<file path="src/rtl/nbit_serial_twos_com_if.sv">
// Valid/ready bundle for the bit-serial two's-complement negator.
// The master drives operands and takes results; the slave is the negator.
interface nbit_serial_twos_com_if #(
    parameter int unsigned Width = 5
);
    logic             in_valid;
    logic             in_ready;
    logic [Width-1:0] A;
    logic             out_valid;
    logic             out_ready;
    logic [Width-1:0] Com;
    logic             ovf;

    modport master (
        output in_valid, A, out_ready,
        input  in_ready, out_valid, Com, ovf
    );

    modport slave (
        input  in_valid, A, out_ready,
        output in_ready, out_valid, Com, ovf
    );
endinterface

</file>
<file path="src/rtl/nbit_serial_twos_com.sv">
// Bit-serial negator: Com = -A mod 2^Width, processed LSB first.
// Bits are copied up to and including the first 1, and every later bit is inverted.
module nbit_serial_twos_com #(
    parameter int unsigned Width = 5
) (
    input  logic                     clk,
    input  logic                     rst_n,
    nbit_serial_twos_com_if.slave    bus
);
    localparam int unsigned CntW = $clog2(Width);
    localparam logic [Width-1:0] MinNeg = {1'b1, {(Width-1){1'b0}}};

    typedef enum logic [1:0] {
        IDLE  = 2'd0,
        SHIFT = 2'd1,
        DONE  = 2'd2
    } state_e;

    state_e            state_q, state_d;
    logic [Width-1:0]  sh_q, sh_d;
    logic [Width-1:0]  res_q, res_d;
    logic [CntW-1:0]   cnt_q, cnt_d;
    logic              seen_one_q, seen_one_d;
    logic              ovf_r_q, ovf_r_d;
    logic [Width-1:0]  com_q, com_d;
    logic              ovf_q, ovf_d;
    logic              obit;

    // State and datapath registers
    always_ff @(posedge clk or negedge rst_n) begin
        if (!rst_n) begin
            state_q    <= IDLE;
            sh_q       <= '0;
            res_q      <= '0;
            cnt_q      <= '0;
            seen_one_q <= 1'b0;
            ovf_r_q    <= 1'b0;
            com_q      <= '0;
            ovf_q      <= 1'b0;
        end else begin
            state_q    <= state_d;
            sh_q       <= sh_d;
            res_q      <= res_d;
            cnt_q      <= cnt_d;
            seen_one_q <= seen_one_d;
            ovf_r_q    <= ovf_r_d;
            com_q      <= com_d;
            ovf_q      <= ovf_d;
        end
    end

    // Next-state and serial datapath
    always_comb begin
        state_d    = state_q;
        sh_d       = sh_q;
        res_d      = res_q;
        cnt_d      = cnt_q;
        seen_one_d = seen_one_q;
        ovf_r_d    = ovf_r_q;
        com_d      = com_q;
        ovf_d      = ovf_q;
        obit       = seen_one_q ? ~sh_q[0] : sh_q[0];

        case (state_q)
            IDLE: begin
                if (bus.in_valid) begin
                    sh_d       = bus.A;
                    res_d      = '0;
                    cnt_d      = '0;
                    seen_one_d = 1'b0;
                    ovf_r_d    = (bus.A == MinNeg);
                    state_d    = SHIFT;
                end
            end
            SHIFT: begin
                seen_one_d = seen_one_q | sh_q[0];
                sh_d       = sh_q >> 1;
                res_d      = {obit, res_q[Width-1:1]};
                cnt_d      = cnt_q + CntW'(1);
                if (cnt_q == CntW'(Width - 1)) begin
                    // Last bit: publish the full result and stop the counter
                    com_d   = {obit, res_q[Width-1:1]};
                    ovf_d   = ovf_r_q;
                    cnt_d   = '0;
                    state_d = DONE;
                end
            end
            DONE: begin
                if (bus.out_ready) begin
                    state_d = IDLE;
                end
            end
            default: begin
                state_d = IDLE;
            end
        endcase
    end

    assign bus.in_ready  = (state_q == IDLE);
    assign bus.out_valid = (state_q == DONE);
    assign bus.Com       = com_q;
    assign bus.ovf       = ovf_q;
endmodule

</file>
<file path="src/flat_wrapper.sv">
// flat-port wrapper written by rule: the top's interface ports become plain ports
module nbit_serial_twos_com_flat 
#(
    parameter int unsigned Width = 5
)
  (clk, rst_n, bus_in_valid, bus_A, bus_out_ready, bus_in_ready, bus_out_valid, bus_Com, bus_ovf);
  nbit_serial_twos_com_if #(.Width(Width)) bus_i ();
  input  logic clk;
  input  logic rst_n;
  input wire logic [$bits(bus_i.in_valid)-1:0] bus_in_valid;
  input wire logic [$bits(bus_i.A)-1:0] bus_A;
  input wire logic [$bits(bus_i.out_ready)-1:0] bus_out_ready;
  output wire logic [$bits(bus_i.in_ready)-1:0] bus_in_ready;
  output wire logic [$bits(bus_i.out_valid)-1:0] bus_out_valid;
  output wire logic [$bits(bus_i.Com)-1:0] bus_Com;
  output wire logic [$bits(bus_i.ovf)-1:0] bus_ovf;
  assign bus_i.in_valid = bus_in_valid;
  assign bus_i.A = bus_A;
  assign bus_i.out_ready = bus_out_ready;
  assign bus_in_ready = bus_i.in_ready;
  assign bus_out_valid = bus_i.out_valid;
  assign bus_Com = bus_i.Com;
  assign bus_ovf = bus_i.ovf;
  nbit_serial_twos_com #(.Width(Width)) u_core (.clk(clk), .rst_n(rst_n), .bus(bus_i));
endmodule
</file>
<file path="config.mk">
export PLATFORM = sky130hd
export DESIGN_NAME = nbit_serial_twos_com_flat
export DESIGN_NICKNAME = d
export VERILOG_FILES = /design/src/rtl/nbit_serial_twos_com_if.sv /design/src/rtl/nbit_serial_twos_com.sv /design/src/flat_wrapper.sv
export SDC_FILE = /design/constraint.sdc
export NUM_CORES = 1
export LEC_CHECK = 0
export ABC_AREA = 1
export CORE_MARGIN = 2
export CORE_UTILIZATION = 35
export CTS_BUF_LIST = sky130_fd_sc_hd__clkbuf_2
export DETAILED_ROUTE_END_ITERATION = 16
export SETUP_SLACK_MARGIN = 0.05
export SYNTH_ARGS = -nofsm -noshare
export SYNTH_HDL_FRONTEND = slang
export SYNTH_SLANG_ARGS = --single-unit
</file>
<file path="constraint.sdc">
create_clock -name clk -period 1.5 [get_ports clk]
set_input_delay 0.3 -clock clk [delete_from_list [all_inputs] [get_ports clk]]
set_output_delay 0.3 -clock clk [all_outputs]
set_load 0.01 [all_outputs]
</file>
==> results.md, run 1 <==
Run status:
- The run finished with clean final reports.

Yosys:
- The count of yosys warnings during synthesis is 0.
- By area the synthesized netlist is led by dfrtp_1 53%, nand2_1 17%, ha_1 3.6%.
- The number of different library cells used by synthesis comes to 16.
- The cell area after synthesis is ~1000 sq um.
- For this run, the register share of the synthesized area comes to approximately 53%.
- The share of flip-flops with an asynchronous set or reset is 100%.
- The mean post-synth cell area is approximately 9 sq um.
- The share of the synthesized area in the top cell type is between 50% and 60%.
- Counting instances in the post-synthesis netlist gives the leading cell types as 48 x nand2_1, 22 x dfrtp_1, 10 x inv_1.
- The biggest area contributor in the post-synthesis netlist is dfrtp_1.
- The number of enable-type register cells in the synthesized netlist is 0.
- The total nets after synthesis is 129.
- The number of flip-flops and latches in the synthesized netlist is 22.
- The instance count of the mapped netlist is ~120.
- By instance count, the leading cell after synthesis is nand2_1.
- Among all flip-flop cells after synthesis, the most frequent one is dfrtp_1.

Final layout:
- The number of nets in the layout is about 160.
- The number of antenna diodes in the final layout is 0.
- The multi-input logic area is 410 sq um.
- The fraction of final layout cells with drive strength greater than 1 is around a fifth.
- Relative to the synthesized area, the layout overhead comes to 25.8%.
- Counting the fill cells in the layout gives 288.
- Across the whole layout, storage elements account for roughly 550 sq um.

Placed design:
- The routability-driven placement congestion ratio is ~0.77.
- The number of buffers added on ports is 16.
- Prior to clock tree synthesis, the placed netlist has a worst setup slack of 0.0768 ns.
- After legalization and detailed placement, the total HPWL measured between 1000 and 1500 microns.

Die:
- In this run the horizontal extent of the chip is just under 60 microns.
- Row generation in the floorplan step produced 19 rows.
- The I/O pin count is 17.
- The die area is approximately 3400 sq um.
- The starting density of the core is 37.0%.
- The die is 58.2 microns tall.
- After floorplanning, the core was sized to cover 2780 sq um.

Clock network:
- The cell at the root of the clock tree is clkbuf_2.
- The clock transition at the register clock pins on the worst setup and hold paths after CTS is around 0.19 ns.
- In this run the number of H-tree levels came out at 1.
- The TritonCTS clock tree is yes.
- The number of hold-repair buffers added at the cts stage is 0.
- The later pin in the worst-skew pair is clocked with a latency of about 0.32 ns.
- The maximum buffer depth of the clock tree is 2.
- Clock tree synthesis found a total of 22 sinks.
- The CTS buffer count is 3.

Timing:
- The worst clock skew is about 0.0023 ns.
- The fraction of the cycle the final worst path needs is between 90% and 100%.
- The clock period could shrink to 1.42 ns.
- Setup repair after global routing could not meet its margin everywhere.
- Based on the critical path, the design can be clocked at up to between 700 and 800 MHz.
- The final setup TNS is 0 ns.
- Setup slack closes at just over 0.08 ns.
- The worst slew margin relative to its limit is between 80 and 90%.
- The tightest hold margin is between 0.2 and 0.3 ns.
- The number of pins exceeding their max-slew limit in the final report is 0.
- The number of hold-slack violations in the final timing report is 0.
- Setup violations remaining at the end of the flow were counted as 0.
- The slew at the pin with the worst max-slew slack is about 0.27 ns.

Drt:
- The final routed DRC violation total is 0.
- In the final routed layout, each cell accounts on average for roughly 11 microns.
- Wires add up to 1920 microns.
- The first detailed-routing pass ran for 4 iterations.
- The number of antenna-violating nets in the routed design is 0.
- The first routing iteration left 14 violations.
- In the routed layout, each cell is associated on average with a via count of ~4.6.
- The routed via count is about 800.

GRT:
- The pin count of the biggest net entering global routing is 23.
- Global routing consumed, over all layers together, between 10% and 20% of the routing resources.
- The via count of the first global-routing pass was 790.
- The initial antenna violation count is 0.
- The first-pass GRT wire length is 3380 microns.
- The aggregate global routing overflow is 0.

Setup path:
- Data on the critical path arrives at its endpoint at roughly 1.1 ns.
- Of all nets on the critical path, the largest fanout is 2.
- The cell with the biggest individual delay on the critical path is dfrtp_1.
- The worst setup path is launched from a flip-flop.
- Walking the worst path, the cells encountered are buf_4 -> nor2_4 -> buf_2.
- The sort of element at the end of the critical path is an output pin.
- The classification of the worst setup path is flip-flop to output pin.
- In this design, the stage delay of the slowest critical-path cell is approximately 0.42 ns.
- The required time at the endpoint of the critical path is 1.20 ns.
- The depth of the worst register-to-register path is 6.

Hold path:
- In this run the worst hold path is classified as primary input to asynchronous set/reset pin.

Power and ir drop:
- The highest ir drop seen on vdd is about 990 uV.
- Combinational logic burns approximately 48% of the power.
- The share of total power in sequential cells is 41.9%.
- The relative contribution of the clock network to total power is 9.7%.
- Cell internal power was estimated by the tool at 0.00136 W.
- The share of total power consumed by net switching is 40.8%.
- The power density relative to cell area is 1770 nW/um^2.
- The net load switching power is 0.000935 W.
- The leakage dissipation is between 0.7 and 0.8 nW.
- Summing internal, switching and leakage power gives ~0.0023 W.

Run:
- The total of max-cap violations is 0.
cells in the final DEF (no fill, tap or decap):
master / instances
buf_2: 2
buf_4: 12
clkbuf_2: 3
clkdlybuf4s50_1: 8
dfrtp_1: 22
dlygate4sd2_1: 6
ha_1: 3
inv_1: 10
inv_2: 1
inv_4: 1
nand2_1: 48
nand2_2: 1
nand2_4: 1
nand3_1: 7
nor2_1: 4
nor2_4: 2
o21ai_0: 7
o21ai_2: 4
o21ai_4: 1
o31ai_1: 1
xor2_1: 1
area by class of cell:
cell class	count	share of cell area (%)
sequential	22	42.5
inverter	12	3.67
tap	31	3.00
multi-input combinational	80	31.7
timing repair buffer	28	18.0
clock buffer	3	1.16
stage by stage:
step                std cells  utilization (%)  instance area, sq um
floorplan                 117                -                  1030
global placement          167             44.6                  1240
detailed placement        167             44.6                  1240
CTS                       176             46.2                  1280
global route              176             46.6                  1290
finish                    176             46.6                  1290
path summary, 6_finish.rpt:
kind | startpoint | end | slack [ns]
setup / recovery | u_core.state_q[1] | bus_in_ready | 0.08
hold / removal | rst_n | u_core.bus.Com[4] | 0.29
setup reg to reg | u_core.state_q[1] | u_core.bus.Com[2] | 0.24
hold reg to reg | u_core.bus.Com[4] | u_core.bus.Com[4] | 0.50
max in group asynchronous | rst_n | u_core.res_q[3] | 1.00
min in group clk | u_core.bus.Com[4] | u_core.bus.Com[4] | 0.50
kinds of logic after synthesis:
family                   share of synthesized area [%]
flip-flops                                        53.5
XOR/XNOR                                         0.851
AND/OR/NAND/NOR                                   25.0
buffers and inverters                             7.90
AO/OA/AOI/OAI                                     9.11
adder cells (fa/ha/maj)                           3.65
routing by layer:
layer | vias to the layer above | global-route usage, % | routed length, microns | share of wire (%)
li1 | 416 | - | - | -
met1 | 368 | 16.8 | 900 | 47
met2 | 15 | 21.8 | 915 | 48
met3 | 4 | 2.23 | 75 | 3.9
met4 | 0 | 6.98 | 27 | 1.4
met5 | - | 0 | 0 | 0
power groups by stage:
stage                     sequential (W)  clock, W  combinational, W
final                           0.000961  0.000221           0.00111
after global routing             0.00100  0.000250           0.00127
after CTS                       0.000959  0.000232           0.00111
after detailed placement        0.000982         0           0.00109
after global placement          0.000966         0           0.00107
after floorplan                 0.000978         0          0.000714
worst max-delay path, delay by kind of cell (launching register included):
kind                   cells  cell delay (ns)
buffers and inverters      2             0.28
DFF                        1             0.42
and+or+nand+nor            1             0.10
sequential cells by signal, summed over array words and instances (netlist names):
name               cells
u_core.sh_q            5
u_core.ovf_r_q         1
u_core.state_q         2
u_core.cnt_q           3
u_core.bus.Com         5
u_core.bus.ovf         1
u_core.res_q           4
u_core.seen_one_q      1
repair_timing:
| action | CTS | global route |
|---|---|---|
| setup buffers | 6 | 0 |
| endpoints found under the setup margin | 8 | 8 |
| resized for setup | 15 | 2 |
Note: power is estimated with default switching activity, not from simulation.
==> inputs of run 2 (changes only) <==
Settings changed: SETUP_SLACK_MARGIN 0.05 to default.
==> run 2 against run 1 <==
Net effect: power is 0.32% lower; clock skew about the same; setup slack better by 0.0067 ns; critical endpoint unchanged; largest cell class unchanged.
==> results.md, run 2 (synthesis gave the netlist of run 1 again) <==
GRT:
- The initial antenna violation count is 0 (unchanged).
- The pin count of the biggest net entering global routing was 23 (unchanged).
- The aggregate global routing overflow was 0 (unchanged).
- The layer flagged by global routing as most heavily used is met2.
- The global router's overall resource usage is 13.1% (-0.14 points).
- The global-route track usage on met3 is 2.23% (unchanged).
- The met1 track utilization from global routing came to 16.6% (-0.14 points).
- The met2 track demand over resource is 21.4% (-0.32 points).
- The first-pass GRT wire length is 3340 microns (-1.2%).
- The via count of the first global-routing pass is 780 (-1.3%).

Timing:
- The number of pins exceeding their max-slew limit in the final report is 0 (unchanged).
- The worst clock skew is 0.00225 ns (-0.0000795 ns).
- The number of setup violations in the final report is 0 (unchanged).
- The final critical path time including I/O delays and setup is 1.41 ns (-0.00668 ns).
- The worst slew margin relative to its limit is 81.4% (-0.28 points).
- The slew at the pin with the worst max-slew slack is 0.279 ns (+0.00422 ns).
- The fraction of the cycle the final worst path needs is 94.2% (-0.45 points).
- Setup repair after global routing left no endpoint under its margin.
- The achievable frequency was 708 MHz (+0.47%).
- The number of hold-slack violations in the final timing report is 0 (unchanged).
- The final setup TNS was 0 ns (unchanged).

Final layout:
- The count of inserted antenna diode cells was 0 (unchanged).
- The most common library cell in the layout ignoring fill and taps is nand2_1.
- The number of nets in the layout is 159 (unchanged).
- The final-layout fill cell count came to 286 (-0.69%).
- The finished layout cell area is 1290 sq um (unchanged).
- In the layout the commonest cells are 48 x nand2_1, 22 x dfrtp_1, 12 x buf_4, 10 x inv_1, 8 x clkdlybuf4s50_1.
- The fraction of final layout cells with drive strength greater than 1 is 18.6% (-0.69 points).
- The area growth from synthesis to final layout is 25.8% (unchanged).

Die:
- The I/O pin count is 17 (unchanged).
- The y dimension of the die came to 58.2 microns (unchanged).
- The total core area was 2780 sq um (unchanged).
- The starting density of the core is 37.0% (unchanged).
- The horizontal die dimension is 58.2 microns (unchanged).
- The row count came to 19 (unchanged).
- The die area is 3390 sq um (unchanged).

Clock network:
- The clock transition at the register clock pins on the worst setup and hold paths after CTS is 0.19 ns (about the same).
- The number of hold-repair buffers added at the cts stage came to 0 (unchanged).
- The CTS buffer count is 3 (unchanged).
- The TritonCTS clock tree is yes.
- The root buffer cell chosen for the clock tree is clkbuf_2.
- The maximum level of the CTS H-tree was 1 (unchanged).
- The maximum buffer depth of the clock tree is 2 (unchanged).
- The clock insertion delay at the later pin of the skew report is 0.31 ns (about the same).
- The number of sinks handled by clock tree synthesis was 22 (unchanged).

Drt:
- The via density per instance came to 4.53 (-0.62%).
- The number of antenna-violating nets in the routed design is 0 (unchanged).
- The wire length after detailed routing is 1880 microns (-2.2%).
- The violation count after the first detailed-route iteration is 14 (unchanged).
- The routed via count came to 798 (-0.62%).
- The final routed DRC violation total is 0 (unchanged).
- The first-pass iteration count of the detailed router is 4 (unchanged).
- The routed wirelength normalized by instance count is 10.7 microns (-2.2%).

Setup path:
- The highest cell delay on the worst timing path came to 0.43 ns (about the same).
- The worst setup path is captured at an output pin.
- The maximum fanout encountered on the critical timing path is 2 (unchanged).
- The critical path launch point type is a flip-flop.
- The classification of the worst setup path is flip-flop to output pin.
- The critical path goes through buf_4 -> nor2_4 -> buf_2.
- For this design, the slowest cell found on the critical path is dfrtp_1.
- The required time at the endpoint of the critical path is 1.20 ns (about the same).
- The worst endpoint data arrival time is 1.11 ns (about the same).

Power and ir drop:
- The leakage dissipation is 0.702 nW (-1.1%).
- The power density relative to cell area is 1760 nW/um^2 (-0.32%).
- The highest ir drop seen on vdd is 1010 uV (+2.1%).

Placed design:
- The routability-driven placement congestion ratio came to 0.765 (unchanged).
- The number of buffers added on ports came to 16 (unchanged).
- The detailed placer's ending HPWL was 1400 microns (unchanged).
- The instance area after placement is 1240 sq um (unchanged).

Hold path:
- The class of the tightest hold or removal check is primary input to asynchronous set/reset pin.

Run:
- The total of max-cap violations is 0 (unchanged).

Run status:
- The flow ran to the end, and the final reports show no timing, DRC or antenna violations.
run 2: changes by cell type in the layout (fill, tap and decap cells not counted), sizes merged:
cell,delta
buf,-1
clkdlybuf4s15,+1
run 2: per-layer routing:
metal	wire [microns]	part of all wire [%]	vias to the layer above
met5	0	0	-
met4	16	0.85	0
met3	82	4.4	2
met2	877	47	15
met1	900	48	362
li1	-	-	419
run 2: path summary, 6_finish.rpt:
check                                   from                 to  slack (ns)  cells past startpoint
max                        u_core.state_q[1]       bus_in_ready        0.09                      3
min                                    rst_n  u_core.bus.Com[4]        0.30                      2
max reg2reg                u_core.state_q[1]  u_core.bus.Com[3]        0.17                      6
min reg2reg                u_core.bus.Com[4]  u_core.bus.Com[4]        0.50                      2
max in group asynchronous              rst_n  u_core.state_q[0]        0.98                      2
min in group clk           u_core.bus.Com[4]  u_core.bus.Com[4]        0.50                      2
run 2: worst max-delay path, delay by kind of cell (launching register included):
family,cells,cell delay (ns)
buf+inv,2,0.28
flops,1,0.43
simple gates,1,0.10
run 2: power by group:
| group | internal, W | switching (W) | total [W] |
|---|---|---|---|
| clock network | 0.0000545 | 0.000163 | 0.000217 |
| registers | 0.000825 | 0.000130 | 0.000956 |
| logic | 0.000484 | 0.000627 | 0.00111 |
run 2: area by class of cell:
class | count | area (sq um) | share of cell area, %
sequential | 22 | 551 | 42.5
multi-input combinational | 80 | 405 | 31.3
timing repair buffer | 28 | 238 | 18.4
inverter | 12 | 47.5 | 3.67
tap | 31 | 38.8 | 3.00
clock buffer | 3 | 15.0 | 1.16
run 2: timing repair:
action,CTS,global route
resized for setup,12,2
setup buffers,5,1
hold endpoints to repair,0,0
pin swaps,0,0
setup endpoints to repair,8,2
run 2: through the flow:
step | std cells | setup slack [ns] | total power [W] | hold WS [ns] | utilization, %
CTS | 175 | 0.0293 | 0.00229 | 0.288 | 46.1
floorplan | 117 | 0.346 | 0.00169 | 0.00441 | -
finish | 176 | 0.0876 | 0.00228 | 0.302 | 46.6
detailed placement | 167 | 0.0768 | 0.00207 | 0.468 | 44.6
global route | 176 | 0.00501 | 0.00253 | 0.297 | 46.6
global placement | 167 | 0.0864 | 0.00204 | 0.459 | 44.6
==> inputs of run 3 (changes only) <==
Settings changed: GPL_ROUTABILITY_DRIVEN from default to 0, SLEW_MARGIN from default to 20.
==> results of run 3 <==
No change in the layout: final DEF, timing and power equal those of run 2.
